[config.mk]
export PLATFORM = sky130hd
export DESIGN_NAME = pipe_ctrl
export DESIGN_NICKNAME = d
export VERILOG_FILES = /design/src/rtl/pipe_ctrl.sv
export SDC_FILE = /design/constraint.sdc
export NUM_CORES = 1
export LEC_CHECK = 0
export ABC_AREA = 0
export CORE_ASPECT_RATIO = 1.2
export CORE_UTILIZATION = 42
export CTS_CLUSTER_DIAMETER = 150
export CTS_CLUSTER_SIZE = 12
export DETAILED_ROUTE_END_ITERATION = 6
export PLACE_DENSITY = 0.74
export SYNTH_ARGS = -nofsm -noshare
export SYNTH_HDL_FRONTEND = slang
export SYNTH_SLANG_ARGS = --single-unit
export TNS_END_PERCENT = 50
[constraint.sdc]
create_clock -name clk -period 2.1 [get_ports clk]
set_input_delay 0.42 -clock clk [delete_from_list [all_inputs] [get_ports clk]]
set_output_delay 0.42 -clock clk [all_outputs]
set_load 0.005 [all_outputs]
[src/rtl/pipe_ctrl.sv]
// Hazard and sequencing controller for the five-stage pipeline: drives PC and
// pipeline-register enables/flushes for load-use, LSU wait, redirect and trap.
module pipe_ctrl #(
    parameter int REG_AW       = 5,
    parameter int DRAIN_CYCLES = 2,
    parameter int CNT_W        = 32
) (
    input  logic              clk,
    input  logic              rst,
    input  logic [REG_AW-1:0] id_rs1_idx,
    input  logic [REG_AW-1:0] id_rs2_idx,
    input  logic              id_rs1_ren,
    input  logic              id_rs2_ren,
    input  logic [REG_AW-1:0] ex_rd_idx,
    input  logic              ex_is_load,
    input  logic              ex_redirect,
    input  logic              lsu_req,
    input  logic              lsu_resp,
    input  logic              trap_req,
    output logic              pc_wen,
    output logic              pc_sel_trap,
    output logic              if_id_wen,
    output logic              id_ex_wen,
    output logic              ex_mem_wen,
    output logic              mem_wb_wen,
    output logic              if_id_flush,
    output logic              id_ex_flush,
    output logic              ex_mem_flush,
    output logic              mem_wb_flush,
    output logic              lsu_kill,
    output logic [1:0]        ctrl_state,
    output logic [CNT_W-1:0]  stall_cycles
);

    localparam logic [1:0] ST_RUN      = 2'd0;
    localparam logic [1:0] ST_MEM_WAIT = 2'd1;
    localparam logic [1:0] ST_DRAIN    = 2'd2;
    localparam int         DW          = 4;

    logic [1:0]       state_r;
    logic [1:0]       state_nx_s;
    logic [DW-1:0]    drain_r;
    logic [DW-1:0]    drain_nx_s;
    logic [CNT_W-1:0] stall_r;
    logic             lsu_wait_s;
    logic             load_use_s;

    logic pc_wen_s, pc_sel_trap_s, lsu_kill_s;
    logic if_id_wen_s, id_ex_wen_s, ex_mem_wen_s, mem_wb_wen_s;
    logic if_id_flush_s, id_ex_flush_s, ex_mem_flush_s, mem_wb_flush_s;

    // Hazard detection terms
    always_comb begin
        lsu_wait_s = ((state_r == ST_MEM_WAIT) && !lsu_resp) ||
                     ((state_r == ST_RUN) && lsu_req && !lsu_resp);
        load_use_s = ex_is_load && (ex_rd_idx != {REG_AW{1'b0}}) &&
                     ((id_rs1_ren && (id_rs1_idx == ex_rd_idx)) ||
                      (id_rs2_ren && (id_rs2_idx == ex_rd_idx)));
    end

    // Prioritised control outputs and next-state selection
    always_comb begin
        pc_wen_s       = 1'b1;
        pc_sel_trap_s  = 1'b0;
        lsu_kill_s     = 1'b0;
        if_id_wen_s    = 1'b1;
        id_ex_wen_s    = 1'b1;
        ex_mem_wen_s   = 1'b1;
        mem_wb_wen_s   = 1'b1;
        if_id_flush_s  = 1'b0;
        id_ex_flush_s  = 1'b0;
        ex_mem_flush_s = 1'b0;
        mem_wb_flush_s = 1'b0;
        state_nx_s     = state_r;
        drain_nx_s     = drain_r;
        if (rst) begin
            pc_wen_s       = 1'b0;
            if_id_wen_s    = 1'b0;
            id_ex_wen_s    = 1'b0;
            ex_mem_wen_s   = 1'b0;
            mem_wb_wen_s   = 1'b0;
            if_id_flush_s  = 1'b1;
            id_ex_flush_s  = 1'b1;
            ex_mem_flush_s = 1'b1;
            mem_wb_flush_s = 1'b1;
        end else if (trap_req) begin
            pc_sel_trap_s  = 1'b1;
            if_id_flush_s  = 1'b1;
            id_ex_flush_s  = 1'b1;
            ex_mem_flush_s = 1'b1;
            mem_wb_flush_s = 1'b1;
            lsu_kill_s     = (state_r == ST_MEM_WAIT);
            state_nx_s     = ST_DRAIN;
            drain_nx_s     = DW'(DRAIN_CYCLES);
        end else if (lsu_wait_s) begin
            pc_wen_s       = 1'b0;
            if_id_wen_s    = 1'b0;
            id_ex_wen_s    = 1'b0;
            ex_mem_wen_s   = 1'b0;
            mem_wb_flush_s = 1'b1;
            state_nx_s     = ST_MEM_WAIT;
        end else if (state_r == ST_DRAIN) begin
            if_id_flush_s = 1'b1;
            if (drain_r <= 4'd1) begin
                state_nx_s = ST_RUN;
                drain_nx_s = 4'd0;
            end else begin
                drain_nx_s = drain_r - 4'd1;
            end
        end else begin
            // RUN, the MEM_WAIT response cycle, and recovery from the unused encoding
            state_nx_s = ST_RUN;
            if (ex_redirect) begin
                if_id_flush_s = 1'b1;
                id_ex_flush_s = 1'b1;
            end else if (load_use_s) begin
                pc_wen_s      = 1'b0;
                if_id_wen_s   = 1'b0;
                id_ex_flush_s = 1'b1;
            end else begin
                pc_wen_s = 1'b1;
            end
        end
    end

    // State, drain countdown and saturating stall counter
    always_ff @(posedge clk or posedge rst) begin
        if (rst) begin
            state_r <= ST_RUN;
            drain_r <= 4'd0;
            stall_r <= {CNT_W{1'b0}};
        end else begin
            state_r <= state_nx_s;
            drain_r <= drain_nx_s;
            if (!pc_wen_s && (stall_r != {CNT_W{1'b1}})) begin
                stall_r <= stall_r + {{(CNT_W-1){1'b0}}, 1'b1};
            end
        end
    end

    assign pc_wen       = pc_wen_s;
    assign pc_sel_trap  = pc_sel_trap_s;
    assign lsu_kill     = lsu_kill_s;
    assign if_id_wen    = if_id_wen_s;
    assign id_ex_wen    = id_ex_wen_s;
    assign ex_mem_wen   = ex_mem_wen_s;
    assign mem_wb_wen   = mem_wb_wen_s;
    assign if_id_flush  = if_id_flush_s;
    assign id_ex_flush  = id_ex_flush_s;
    assign ex_mem_flush = ex_mem_flush_s;
    assign mem_wb_flush = mem_wb_flush_s;
    assign ctrl_state   = state_r;
    assign stall_cycles = stall_r;

endmodule
# == Word level (Yosys, flattened, before mapping) ==
# Cells that the tools add are included.
# classes
add_sub_neg,2
reduce_logical,17
mux,37
bitwise,1
n_lt_le_gt_ge,1
n_eq_ne,7
# op_table
cell,count
$add 32x1->32 const B,1
$ne 32x32->1 const B,1
$mux 1,29
$mux 4,4
$eq 5x5->1,2
$logic_and 1x1->1,8
$mux 2,4
$reduce_bool 5->1,1
$le 4x1->1 const B,1
$ne 4x3->1 const B,1
$sub 4x1->4 const B,1
$reduce_and 3->1,1
$eq 2x1->1 const B,1
$eq 2x2->1 const B,1
$logic_not 1->1,2
$logic_not 2->1,1
$logic_or 1x1->1,2
$ne 2x2->1 const B,1
$reduce_and 2->1,1
$reduce_bool 2->1,1
$not 1->1,1
# word_totals
reg_bits,38
input_bits,24

# == Longest topological paths before layout ==
# logic_depth
word_depth,12
depth_mapped,8
depth_no_buf,7

# == Worst setup path after synthesis ==
# No wires, ideal clock.
# synth_path
path_type,input port to flip-flop
start,input port rst
end,register drain_r[3]
cell_stages,5
path_buffers,0
slack_ns,-0.113
setup_time_ns,0.095
t_arrival_ns,2.118
cell_sequence,inv_1 o21ai_1 nor3_1 a21oi_1 o31ai_1
# synth_via
elab_chain_len,2
# synth_rtl
element,line,source
"start, declared",9,"input logic rst,"
$not 1->1 (no line),-,
$reduce_and 3->1 (no line),-,
"end signal, assigned",134,drain_r <= drain_nx_s;
"end, declared",42,logic [DW-1:0] drain_r;
# Every way passes these cells.
# A chain may end at the register's enable or synchronous reset.

# == Worst setup path in the final report ==
# layout_path
start,input port id_rs2_idx[1]
end,output port id_ex_flush
# layout_via
elab_chain_len,10
# layout_rtl
element,line,source
"start, declared",11,"input logic [REG_AW-1:0] id_rs2_idx,"
$eq 5x5->1,58,(id_rs2_ren && (id_rs2_idx == ex_rd_idx)));
$logic_and 1x1->1,58,
$logic_or 1x1->1,57,((id_rs1_ren && (id_rs1_idx == ex_rd_idx)) ||
$logic_and 1x1->1,56,load_use_s = ex_is_load && (ex_rd_idx != {REG_AW{1'b0}}) &&
$mux 1,116,end else if (load_use_s) begin
$mux 1,113,if (ex_redirect) begin
$mux 1,102,end else if (state_r == ST_DRAIN) begin
$mux 1,95,end else if (lsu_wait_s) begin
$mux 1,86,end else if (trap_req) begin
$mux 1,76,if (rst) begin
"end, declared",27,"output logic id_ex_flush,"
# Every way passes these cells.

==> flow_metrics.env <==
export IMPL_core_um2=4970
export IMPL_port_buffers=68
export IMPL_p_int_mw=1.71
export IMPL_worstPathMaxFanout=2
export IMPL_utilization_pct=69.4
export IMPL_postLayoutCellArea_um2=3450
export IMPL_globalplace_congestion=0.798
export IMPL_synthFlopType="dfrtp_1"
export IMPL_grt_max_degree=39
export IMPL_sequentialPowerShare_pct=40.7
export IMPL_avgSynthCellArea_um2=9.86
export IMPL_p_leak_nw=1.50
export IMPL_ys_ff_latch=38
export IMPL_hold_viol=0
export IMPL_cts_tree="built"
export IMPL_wl_per_cell_um=15.3
export IMPL_slew_viol_final=0
export IMPL_num_vias=2038
export IMPL_die_area_um2=5480
export IMPL_die_width_um=67.8
export IMPL_final_nets=360
export IMPL_finalCritPeriodShare_pct=102
export IMPL_antenna_found_initial=0
export IMPL_ant_nets=0
export IMPL_synth_cell_types=41
export IMPL_cp_end_kind="primary output"
export IMPL_clockPowerShare_pct=19.8
export IMPL_clock_skew_ns=0.00697
export IMPL_combPwrFrac_pct=39.5
export IMPL_synth_async_reset_ratio_pct=100
export IMPL_antennaDiodeCount=0
export IMPL_status="finished, violations left"
export IMPL_grt_pass1_vias=2034
export IMPL_fillers=390
export IMPL_hold_buffers=0
export IMPL_maxCapViolations=0
export IMPL_violations="setup timing"
export IMPL_power_mw=2.54
export IMPL_placed_cell_area_um2=3150
export IMPL_clkSinkCount=38
export IMPL_clk_latency_ns=0.29
export IMPL_dieHeight_um=80.9
export IMPL_viasPerCell=5.20
export IMPL_initial_core_util_pct=43.8
export IMPL_crit_type="in -> out"
export IMPL_drtIter0Drc=125
export IMPL_multi_input_area_um2=1260
export IMPL_regArea_um2=951
export IMPL_p_per_area_nw_per_um2=735
export IMPL_swShare_pct=32.6
export IMPL_fmax_mhz=466
export IMPL_worst_hold_path_type="reg -> reg"
export IMPL_grt_first_pass_wirelength_um=9260
export IMPL_area_delta_synth_final_pct=58.3
export IMPL_htreeDepth=2
export IMPL_pin_count=69
export IMPL_synth_cells=221
export IMPL_worst_pin_slew_ns=0.535
export IMPL_post_route_min_period_ns=2.14
export IMPL_layout_drive_gt1_share_pct=28.3
export IMPL_dr_pass1_iters=4
export IMPL_dp_hpwl_um=4090
export IMPL_crit_required_ns=1.68
export IMPL_pre_cts_slack_ns=-0.755
export IMPL_clkSlewWorstSetupHoldPaths_ns=0.07
export IMPL_setup_ws_ns=-0.0437
export IMPL_ir_drop_mv=0.657
export IMPL_gr_usage_all_layers_pct=22.6
export IMPL_cp_start_kind="primary input"
export IMPL_yosys_warnings=0
export IMPL_ctsLongestPathBuffers=2
export IMPL_slew_headroom_pct=64.1
export IMPL_routed_wirelength_um=6000
export IMPL_setup_viol=2
export IMPL_rsz0062_at_grt="true"
export IMPL_syn_nets=248
export IMPL_synth_area_um2=2180
export IMPL_drcViolationCount=0
export IMPL_clockRootBuffer="clkbuf_8"
export IMPL_cts_buffers=5
export IMPL_arrival_ns=1.72
export IMPL_fin_setup_tns_ns=-0.0808
export IMPL_ys_seq_area_share_pct=43.6
export IMPL_grt_overflow_total=0
export IMPL_synth_edf_count=0
export IMPL_rows=28
export IMPL_switching_power_mw=0.828
state kept, by name, indices dropped and copies added (netlist names):
signal and count:
stall_cycles 32, drain_r 4, ctrl_state 2
per-stage QoR:
step	hold WS, ns	std cells
after global placement	0.476	375
after global routing	0.528	392
after CTS	0.501	385
final	0.497	392
after floorplan	0.401	221
after detailed placement	0.489	375
worst paths after layout:
| check | start | end | slack [ns] | depth (start not counted) |
|---|---|---|---|---|
| worst min register to register | stall_cycles[16]$_DFFE_PP0P_ | stall_cycles[16]$_DFFE_PP0P_ | 0.50 | 1 |
| worst max register to register | ctrl_state[0]$_DFFE_PP0P_ | stall_cycles[8]$_DFFE_PP0P_ | 0.05 | 11 |
| max in group asynchronous | rst | stall_cycles[18]$_DFFE_PP0P_ | 0.84 | 5 |
| worst max-delay path | id_rs2_idx[1] | id_ex_flush | -0.04 | 7 |
| min in group asynchronous | rst | stall_cycles[28]$_DFFE_PP0P_ | 0.90 | 5 |
| worst min-delay path | stall_cycles[16]$_DFFE_PP0P_ | stall_cycles[16]$_DFFE_PP0P_ | 0.50 | 1 |
area by class of cell:
type	count	share of cell area [%]
clock buffers	6	2.39
inverters	8	0.979
multi-input cells	167	36.5
flip-flops and latches	38	27.6
well taps	60	2.18
repair buffers	113	30.3
synthesized netlist by cell type, types with 2 or more instances:
library cell	instances	share of area, %
nor4_2	5	2.9
o31ai_1	2	0.69
nand4_1	7	2.0
a21oi_1	4	0.92
nor4_1	7	2.0
nor2_1	18	3.1
ha_1	3	1.7
or3_1	3	0.86
buf_4	3	1.0
xor2_1	37	15
xnor2_1	4	1.6
nor3_1	19	4.4
buf_2	4	0.92
dfrtp_1	38	44
inv_1	8	1.4
or4_1	2	0.69
o21ai_0	4	0.92
nor2b_1	2	0.57
a21o_1	2	0.69
nand2_1	14	2.4
nand3_1	13	3.0
o21ai_1	2	0.46
and3_1	2	0.57
power groups by stage:
stage / logic (mW) / clock network [mW] / registers, mW
after floorplan: 0.367 / 0 / 1.06
after global placement: 0.905 / 0 / 1.03
after detailed placement: 0.925 / 0 / 1.04
after CTS: 0.946 / 0.509 / 1.03
after global routing: 1.10 / 0.540 / 1.05
final: 1.00 / 0.503 / 1.03
routing by layer:
layer | wire length, µm | share of wire [%] | global-route usage (%) | vias up
li1 | - | - | - | 995
met1 | 2520 | 42 | 27.1 | 995
met2 | 3180 | 53 | 38.7 | 37
met3 | 176 | 2.9 | 4.63 | 11
met4 | 121 | 2.0 | 9.15 | 0
met5 | 0 | 0 | 0 | -
layout by cell type (no fill, tap or decap), drive strengths merged, types with 2 or more instances in the layout:
master	Yosys	routed
buf	8	55
clkdlybuf4s50	0	42
dfrtp	38	38
xor2	37	37
nor3	19	19
nor2	18	18
nand2	14	14
nand3	13	13
nor4	13	13
dlygate4sd2	0	8
nand4	8	8
clkbuf	0	8
inv	8	7
o21ai	6	6
xnor2	4	4
a21oi	4	4
or3	3	3
ha	3	3
clkdlybuf4s15	0	3
dlymetal6s2s	0	3
nor4b	3	3
and2	2	2
or4	2	2
and3	2	2
a21o	2	2
o31ai	2	2
nor2b	2	2
nor3b	2	2
critical path: stages:
cell,delay [ns]
clkdlybuf4s50_1,0.48
xnor2_1,0.12
a32oi_1,0.15
nor2_1,0.13
nor2_1,0.05
o31ai_1,0.23
buf_2,0.16
timing repair:
action	4_1_cts	5_1_grt
buffers inserted	4	6
resized for setup	77	25
pin swaps	16	13
endpoints found under the setup margin	42	31
cloned	0	1
cell families (layout without fill, tap and decap cells):
| kind of cell | count (synthesis) | in the layout | synth area share [%] |
|---|---|---|---|
| simple gates | 104 | 104 | 28.6 |
| compound gates | 18 | 18 | 5.17 |
| fa+ha+maj | 3 | 3 | 1.72 |
| mux | 1 | 1 | 0.517 |
| xor+xnor | 41 | 41 | 16.5 |
| buf+inv | 16 | 127 | 3.85 |
| flops | 38 | 38 | 43.6 |
No activity file was read; power rests on OpenSTA's default activity.
